File: config.mk
export PLATFORM = sky130hd
export DESIGN_NAME = branch_predict_npc_flat
export DESIGN_NICKNAME = d
export VERILOG_FILES = /design/src/rtl/branch_predict_npc_if.sv /design/src/rtl/branch_predict_npc.sv /design/src/flat_wrapper.sv
export SDC_FILE = /design/constraint.sdc
export NUM_CORES = 2
export LEC_CHECK = 0
export CAP_MARGIN = 30
export CORE_ASPECT_RATIO = 2
export CORE_MARGIN = 2
export CORE_UTILIZATION = 60
export DETAILED_ROUTE_END_ITERATION = 6
export PLACE_DENSITY = 0.8
export RECOVER_POWER = 100
export SLEW_MARGIN = 20
export SYNTH_ARGS = -nofsm -noshare
export SYNTH_HDL_FRONTEND = slang
export SYNTH_SLANG_ARGS = --single-unit
File: constraint.sdc
create_clock -name clk -period 49.2 [get_ports clk]
set_input_delay 12.3 -clock clk [delete_from_list [all_inputs] [get_ports clk]]
set_output_delay 12.3 -clock clk [all_outputs]
set_load 0.01 [all_outputs]
File: src/rtl/branch_predict_npc_if.sv
// Fetch-side prediction and resolve-side feedback bundle for branch_predict_npc.
// The slave modport is the predictor; master is the pipeline driving it.
interface branch_predict_npc_if #(
   parameter int unsigned WIDTH  = 32,
   parameter int unsigned STAT_W = 16
);
   logic [WIDTH-1:0]  fetch_pc;
   logic              pred_taken;
   logic [WIDTH-1:0]  pred_target;
   logic [WIDTH-1:0]  npc_fetch;
   logic              res_valid;
   logic [WIDTH-1:0]  res_pc;
   logic              res_is_branch;
   logic              res_is_jump;
   logic              res_taken;
   logic [WIDTH-1:0]  res_target;
   logic              res_pred_taken;
   logic [WIDTH-1:0]  res_pred_target;
   logic              mispredict;
   logic [WIDTH-1:0]  redirect_pc;
   logic [STAT_W-1:0] stat_ctrl;
   logic [STAT_W-1:0] stat_miss;

   modport slave (
      input  fetch_pc, res_valid, res_pc, res_is_branch, res_is_jump, res_taken,
             res_target, res_pred_taken, res_pred_target,
      output pred_taken, pred_target, npc_fetch, mispredict, redirect_pc,
             stat_ctrl, stat_miss
   );

   modport master (
      output fetch_pc, res_valid, res_pc, res_is_branch, res_is_jump, res_taken,
             res_target, res_pred_taken, res_pred_target,
      input  pred_taken, pred_target, npc_fetch, mispredict, redirect_pc,
             stat_ctrl, stat_miss
   );
endinterface

File: src/rtl/branch_predict_npc.sv
// Direct-mapped BTB with 2-bit counters: combinational next-PC prediction at fetch,
// mispredict/redirect and table training at resolve.
module branch_predict_npc #(
   parameter int unsigned WIDTH     = 32,
   parameter int unsigned BTB_DEPTH = 16,
   parameter int unsigned STAT_W    = 16
) (
   input logic                 clk,
   input logic                 rst,
   branch_predict_npc_if.slave bus
);
   localparam int unsigned IDX   = $clog2(BTB_DEPTH);
   localparam int unsigned TAG_W = WIDTH - IDX - 2;

   logic [BTB_DEPTH-1:0] valid_q, valid_d;
   logic [BTB_DEPTH-1:0] uncond_q, uncond_d;
   logic [TAG_W-1:0]     tag_q    [BTB_DEPTH];
   logic [TAG_W-1:0]     tag_d    [BTB_DEPTH];
   logic [WIDTH-1:0]     target_q [BTB_DEPTH];
   logic [WIDTH-1:0]     target_d [BTB_DEPTH];
   logic [1:0]           ctr_q    [BTB_DEPTH];
   logic [1:0]           ctr_d    [BTB_DEPTH];
   logic [STAT_W-1:0]    stat_ctrl_q, stat_ctrl_d;
   logic [STAT_W-1:0]    stat_miss_q, stat_miss_d;

   logic [IDX-1:0]   fetch_idx, res_idx;
   logic [TAG_W-1:0] fetch_tag, res_tag;
   logic             fetch_hit, res_hit;
   logic             taken_eff, upd, mispredict;

   assign fetch_idx = bus.fetch_pc[IDX+1:2];
   assign fetch_tag = bus.fetch_pc[WIDTH-1:IDX+2];
   assign res_idx   = bus.res_pc[IDX+1:2];
   assign res_tag   = bus.res_pc[WIDTH-1:IDX+2];
   assign fetch_hit = valid_q[fetch_idx] && (tag_q[fetch_idx] == fetch_tag);
   assign res_hit   = valid_q[res_idx] && (tag_q[res_idx] == res_tag);

   always_comb begin
      bus.pred_taken  = fetch_hit && (uncond_q[fetch_idx] || ctr_q[fetch_idx][1]);
      bus.pred_target = fetch_hit ? target_q[fetch_idx] : '0;
      bus.npc_fetch   = bus.pred_taken ? bus.pred_target : bus.fetch_pc + WIDTH'(4);
   end

   assign taken_eff  = bus.res_taken || bus.res_is_jump;
   assign upd        = bus.res_valid && (bus.res_is_branch || bus.res_is_jump);
   assign mispredict = bus.res_valid &&
                       ((taken_eff != bus.res_pred_taken) ||
                        (taken_eff && (bus.res_target != bus.res_pred_target)));

   always_comb begin
      bus.mispredict  = mispredict;
      bus.redirect_pc = taken_eff ? bus.res_target : bus.res_pc + WIDTH'(4);
      bus.stat_ctrl   = stat_ctrl_q;
      bus.stat_miss   = stat_miss_q;
   end

   always_comb begin
      valid_d  = valid_q;
      uncond_d = uncond_q;
      tag_d    = tag_q;
      target_d = target_q;
      ctr_d    = ctr_q;
      if (upd) begin
         if (res_hit) begin
            // A jump flag overrides the branch flag when both are set.
            if (bus.res_is_jump) begin
               target_d[res_idx] = bus.res_target;
               uncond_d[res_idx] = 1'b1;
               ctr_d[res_idx]    = 2'd3;
            end else if (bus.res_taken) begin
               target_d[res_idx] = bus.res_target;
               if (ctr_q[res_idx] != 2'd3) ctr_d[res_idx] = ctr_q[res_idx] + 2'd1;
            end else if (ctr_q[res_idx] != 2'd0) begin
               ctr_d[res_idx] = ctr_q[res_idx] - 2'd1;
            end
         end else if (taken_eff) begin
            valid_d[res_idx]  = 1'b1;
            tag_d[res_idx]    = res_tag;
            target_d[res_idx] = bus.res_target;
            uncond_d[res_idx] = bus.res_is_jump;
            ctr_d[res_idx]    = bus.res_is_jump ? 2'd3 : 2'd2;
         end
      end else if (bus.res_valid && bus.res_pred_taken && res_hit) begin
         // Non-control instruction was predicted taken: the entry belongs to an alias.
         valid_d[res_idx] = 1'b0;
      end
   end

   always_comb begin
      stat_ctrl_d = stat_ctrl_q;
      stat_miss_d = stat_miss_q;
      if (upd && !(&stat_ctrl_q))        stat_ctrl_d = stat_ctrl_q + STAT_W'(1);
      if (mispredict && !(&stat_miss_q)) stat_miss_d = stat_miss_q + STAT_W'(1);
   end

   always_ff @(posedge clk or posedge rst) begin
      if (rst) begin
         valid_q     <= '0;
         uncond_q    <= '0;
         stat_ctrl_q <= '0;
         stat_miss_q <= '0;
         for (int i = 0; i < BTB_DEPTH; i++) begin
            tag_q[i]    <= '0;
            target_q[i] <= '0;
            ctr_q[i]    <= '0;
         end
      end else begin
         valid_q     <= valid_d;
         uncond_q    <= uncond_d;
         tag_q       <= tag_d;
         target_q    <= target_d;
         ctr_q       <= ctr_d;
         stat_ctrl_q <= stat_ctrl_d;
         stat_miss_q <= stat_miss_d;
      end
   end
endmodule

File: src/flat_wrapper.sv
// flat-port wrapper written by rule: the top's interface ports become plain ports
module branch_predict_npc_flat 
#(
   parameter int unsigned WIDTH     = 32,
   parameter int unsigned BTB_DEPTH = 16,
   parameter int unsigned STAT_W    = 16
)
  (clk, rst, bus_fetch_pc, bus_res_valid, bus_res_pc, bus_res_is_branch, bus_res_is_jump, bus_res_taken, bus_res_target, bus_res_pred_taken, bus_res_pred_target, bus_pred_taken, bus_pred_target, bus_npc_fetch, bus_mispredict, bus_redirect_pc, bus_stat_ctrl, bus_stat_miss);
  branch_predict_npc_if #(.WIDTH(WIDTH), .STAT_W(STAT_W)) bus_i ();
  input logic clk;
  input logic rst;
  input wire logic [$bits(bus_i.fetch_pc)-1:0] bus_fetch_pc;
  input wire logic [$bits(bus_i.res_valid)-1:0] bus_res_valid;
  input wire logic [$bits(bus_i.res_pc)-1:0] bus_res_pc;
  input wire logic [$bits(bus_i.res_is_branch)-1:0] bus_res_is_branch;
  input wire logic [$bits(bus_i.res_is_jump)-1:0] bus_res_is_jump;
  input wire logic [$bits(bus_i.res_taken)-1:0] bus_res_taken;
  input wire logic [$bits(bus_i.res_target)-1:0] bus_res_target;
  input wire logic [$bits(bus_i.res_pred_taken)-1:0] bus_res_pred_taken;
  input wire logic [$bits(bus_i.res_pred_target)-1:0] bus_res_pred_target;
  output wire logic [$bits(bus_i.pred_taken)-1:0] bus_pred_taken;
  output wire logic [$bits(bus_i.pred_target)-1:0] bus_pred_target;
  output wire logic [$bits(bus_i.npc_fetch)-1:0] bus_npc_fetch;
  output wire logic [$bits(bus_i.mispredict)-1:0] bus_mispredict;
  output wire logic [$bits(bus_i.redirect_pc)-1:0] bus_redirect_pc;
  output wire logic [$bits(bus_i.stat_ctrl)-1:0] bus_stat_ctrl;
  output wire logic [$bits(bus_i.stat_miss)-1:0] bus_stat_miss;
  assign bus_i.fetch_pc = bus_fetch_pc;
  assign bus_i.res_valid = bus_res_valid;
  assign bus_i.res_pc = bus_res_pc;
  assign bus_i.res_is_branch = bus_res_is_branch;
  assign bus_i.res_is_jump = bus_res_is_jump;
  assign bus_i.res_taken = bus_res_taken;
  assign bus_i.res_target = bus_res_target;
  assign bus_i.res_pred_taken = bus_res_pred_taken;
  assign bus_i.res_pred_target = bus_res_pred_target;
  assign bus_pred_taken = bus_i.pred_taken;
  assign bus_pred_target = bus_i.pred_target;
  assign bus_npc_fetch = bus_i.npc_fetch;
  assign bus_mispredict = bus_i.mispredict;
  assign bus_redirect_pc = bus_i.redirect_pc;
  assign bus_stat_ctrl = bus_i.stat_ctrl;
  assign bus_stat_miss = bus_i.stat_miss;
  branch_predict_npc #(.WIDTH(WIDTH), .BTB_DEPTH(BTB_DEPTH), .STAT_W(STAT_W)) u_core (.clk(clk), .rst(rst), .bus(bus_i));
endmodule
==> results.sh <==
export IMPL_post_cts_resized=0
export IMPL_synth_top_family_by_area="multiplexers"
export IMPL_cts_inserted_buffers=89
export IMPL_path_buf_inv=8
export IMPL_syn2layout_area_growth_pct=11.44
export IMPL_status="complete, but fails checks"
export IMPL_period_share_pct=77.79
export IMPL_failed_checks="max-capacitance violations, max-slew violations"
export IMPL_final_util_pct=67.21
export IMPL_ir_drop_uv=31.17
export IMPL_maxCapViolations=56
export IMPL_ys_ff_latch=1024
export IMPL_rows=155
export IMPL_multiInputGateArea_sq_mm=0.02628
export IMPL_cts_setup_buffers=0
export IMPL_worstMarginPinSlew_ns=8.654
export IMPL_coreArea_sq_mm=0.08902
export IMPL_crit_type="in2out"
export IMPL_cp_top_family="buffers and inverters"
export IMPL_p_int_uw=1776
export IMPL_grt_pass1_wl_mm=239.7
export IMPL_setup_viol=0
export IMPL_path_cells="buf_8, clkbuf_1, clkbuf_1, clkbuf_1, clkbuf_1, nor3_1, a211oi_1, a21oi_1, mux4_2, inv_1, nand2_1, clkbuf_1, mux2_2, dlygate4sd3_1"
export IMPL_gp_congestion=0.9877
export IMPL_cts_buffer_depth=3
export IMPL_critPathCaptureType="output pin"
export IMPL_n_fill_cell=6193
export IMPL_synth_most_common_cell="dfrtp_1"
export IMPL_p_sw_uw=684.9
export IMPL_syn_avg_cell_area_sq_um=14.23
export IMPL_wl_mm=161.8
export IMPL_critPathMaxStageDelay_ns=2.56
export IMPL_cts_root_buf="clkbuf_16"
export IMPL_grt_usage_pct=35.74
export IMPL_p_comb_share_pct=22.6
export IMPL_final_max_slew_viol_count=2360
export IMPL_finClkSkew_ns=0.02856
export IMPL_clkTransAtPathRegs_ns=0.06
export IMPL_yosys_area_share_adder_pct=0.2098
export IMPL_period_minus_slack_ns=38.27
export IMPL_power_leakage_uw=0.02569
export IMPL_routedWlPerCell_microns=31.66
export IMPL_ant_nets=0
export IMPL_initial_core_util_pct=60.31
export IMPL_synthArstFlopShare_pct=100.0
export IMPL_die_h_microns=427.0
export IMPL_crit_required_ns=36.90
export IMPL_yosys_area_top_type_share_pct=47.73
export IMPL_arrival_ns=25.97
export IMPL_cts_hold_buf=0
export IMPL_cts_sinks=1024
export IMPL_num_vias=35330
export IMPL_crit_fanout=70
export IMPL_synth_area_mux_share_pct=38.07
export IMPL_synthCells=3773
export IMPL_path_depth=14
export IMPL_drive_gt1_share_pct=39.38
export IMPL_nets=4000
export IMPL_ys_seq_area_share_pct=47.73
export IMPL_power_density_mw_per_mm2=41.13
export IMPL_ioPinCount=265
export IMPL_netSwitchingFraction_pct=27.83
export IMPL_grt_setup_unrepaired="false"
export IMPL_initialDrtViolationCount=3288
export IMPL_hold_class="reg2reg"
export IMPL_clkPwrFrac_pct=30.7
export IMPL_whs_path_depth=1
export IMPL_die_w_microns=215.5
export IMPL_regArea_sq_mm=0.02562
export IMPL_hold_violations=0
export IMPL_synthXorXnorAreaFrac_pct=2.757
export IMPL_worst_path_max_delay_cell="clkbuf_1"
export IMPL_synth_simple_gate_area_share_pct=4.754
export IMPL_synth_main_ff_cell="dfrtp_1"
export IMPL_synthTopCellsByArea="dfrtp_1 48%, mux2_2 20%, mux4_2 16%"
export IMPL_drt_pass1_iter_count=7
export IMPL_ys_warnings_count=0
export IMPL_critPathLaunchType="primary input"
export IMPL_cpMostUsedCell="clkbuf_1"
export IMPL_portBuffers=264
export IMPL_drc_errors=0
export IMPL_yosysUniqueCellTypes=63
export IMPL_max_freq_mhz=26.13
export IMPL_cts_tree="done"
export IMPL_die_area_sq_mm=0.09203
export IMPL_p_seq_share_pct=46.7
export IMPL_finalPower_uw=2461
export IMPL_antenna_found_initial=14
export IMPL_ys_top_cells_by_count="1,024 x dfrtp_1, 954 x mux2_2, 370 x mux4_2"
export IMPL_cts_max_level=3
export IMPL_insertion_delay_ns=0.71
export IMPL_finalSetupTns_ns=0
export IMPL_ff2ff_path_depth=10
export IMPL_synth_edf_count=0
export IMPL_place_detailed_hpwl_mm=103.4
export IMPL_synth_area_sq_mm=0.05369
export IMPL_yosys_area_top_type="dfrtp_1"
export IMPL_overflow=0
export IMPL_synth_compound_area_share_pct=3.200
export IMPL_slew_limit_headroom_pct=-477.0
export IMPL_synth_fp_nets=3917
export IMPL_grt_max_degree=168
export IMPL_viasPerCell=6.912
export IMPL_grt_pass1_vias=37200
==> placed cells by master (no fill, tap or decap), drive strengths merged, types with 56 or more instances in the layout <==
master,instances
clkdlybuf4s50,157
nand2,125
mux4,370
xor2,67
dfrtp,1024
xnor2,102
o21ai,56
mux2i,125
clkbuf,185
mux2,964
dlygate4sd3,98
nor2,94
==> worst paths after layout <==
check,to,start,slack (ns)
max in group asynchronous,u_core.target_q[287]$_DFFE_PP0P_,rst,20.08
setup / recovery,bus_npc_fetch[30],bus_fetch_pc[2],10.93
min in group asynchronous,u_core.tag_q[357]$_DFFE_PP0P_,rst,13.54
hold / removal,u_core.bus.stat_ctrl[9]$_DFFE_PP0P_,u_core.bus.stat_ctrl[9]$_DFFE_PP0P_,0.49
setup reg to reg,u_core.tag_q[123]$_DFFE_PP0P_,u_core.tag_q[95]$_DFFE_PP0P_,42.40
hold reg to reg,u_core.bus.stat_ctrl[9]$_DFFE_PP0P_,u_core.bus.stat_ctrl[9]$_DFFE_PP0P_,0.49
==> layout make-up <==
cell class	instances	area share (%)
inverter	18	0.1150
timing repair buffer	360	5.408
sequential	1024	42.83
antenna	8	0.03346
multi-input combinational	2363	43.92
tap	1177	2.462
clock buffer	130	4.453
clock inverter	31	0.7759
==> power by group through the flow <==
stage / logic, uW / clock network (uW) / registers, uW
after CTS: 556 / 762 / 1140
after global routing: 588 / 794 / 1170
after floorplan: 407 / 0 / 1120
after global placement: 534 / 0 / 1150
final: 555 / 756 / 1150
after detailed placement: 551 / 0 / 1160
==> cells by family after synthesis <==
family,count (synthesis)
fa+ha+maj,9
buf+inv,386
mux,1459
flops,1024
simple gates,476
xor+xnor,169
compound gates,250
==> flip-flops by register name, summed over array words and instances (netlist names), named ones only <==
| name | count |
|---|---|
| u_core.bus.stat_ctrl | 16 |
| u_core.tag_q | 416 |
| u_core.bus.stat_miss | 16 |
| u_core.ctr_q | 32 |
| u_core.target_q | 512 |
| u_core.uncond_q | 16 |
==> layer usage <==
| metal | share of wire [%] | GRT usage, % | vias up |
|---|---|---|---|
| met4 | 7.4 | 23.76 | 14 |
| met1 | 35 | 42.41 | 18580 |
| met5 | 0.064 | 0 | - |
| li1 | - | - | 14240 |
| met3 | 9.3 | 9.687 | 593 |
| met2 | 48 | 57.48 | 1897 |
==> metrics by stage <==
stage                     cells  hold WS (ns)  worst slack, ns  area [sq um]
after global routing       5105        0.5102            9.360         59810
after global placement     4931        0.4749            17.89         56920
final                      5111        0.4922            10.93         59820
after CTS                  5096        0.5018            17.89         60150
after floorplan            3773        0.4670            8.084         53690
after detailed placement   4935        0.4850            17.91         57020
Note: power is estimated with default switching activity, not from simulation.
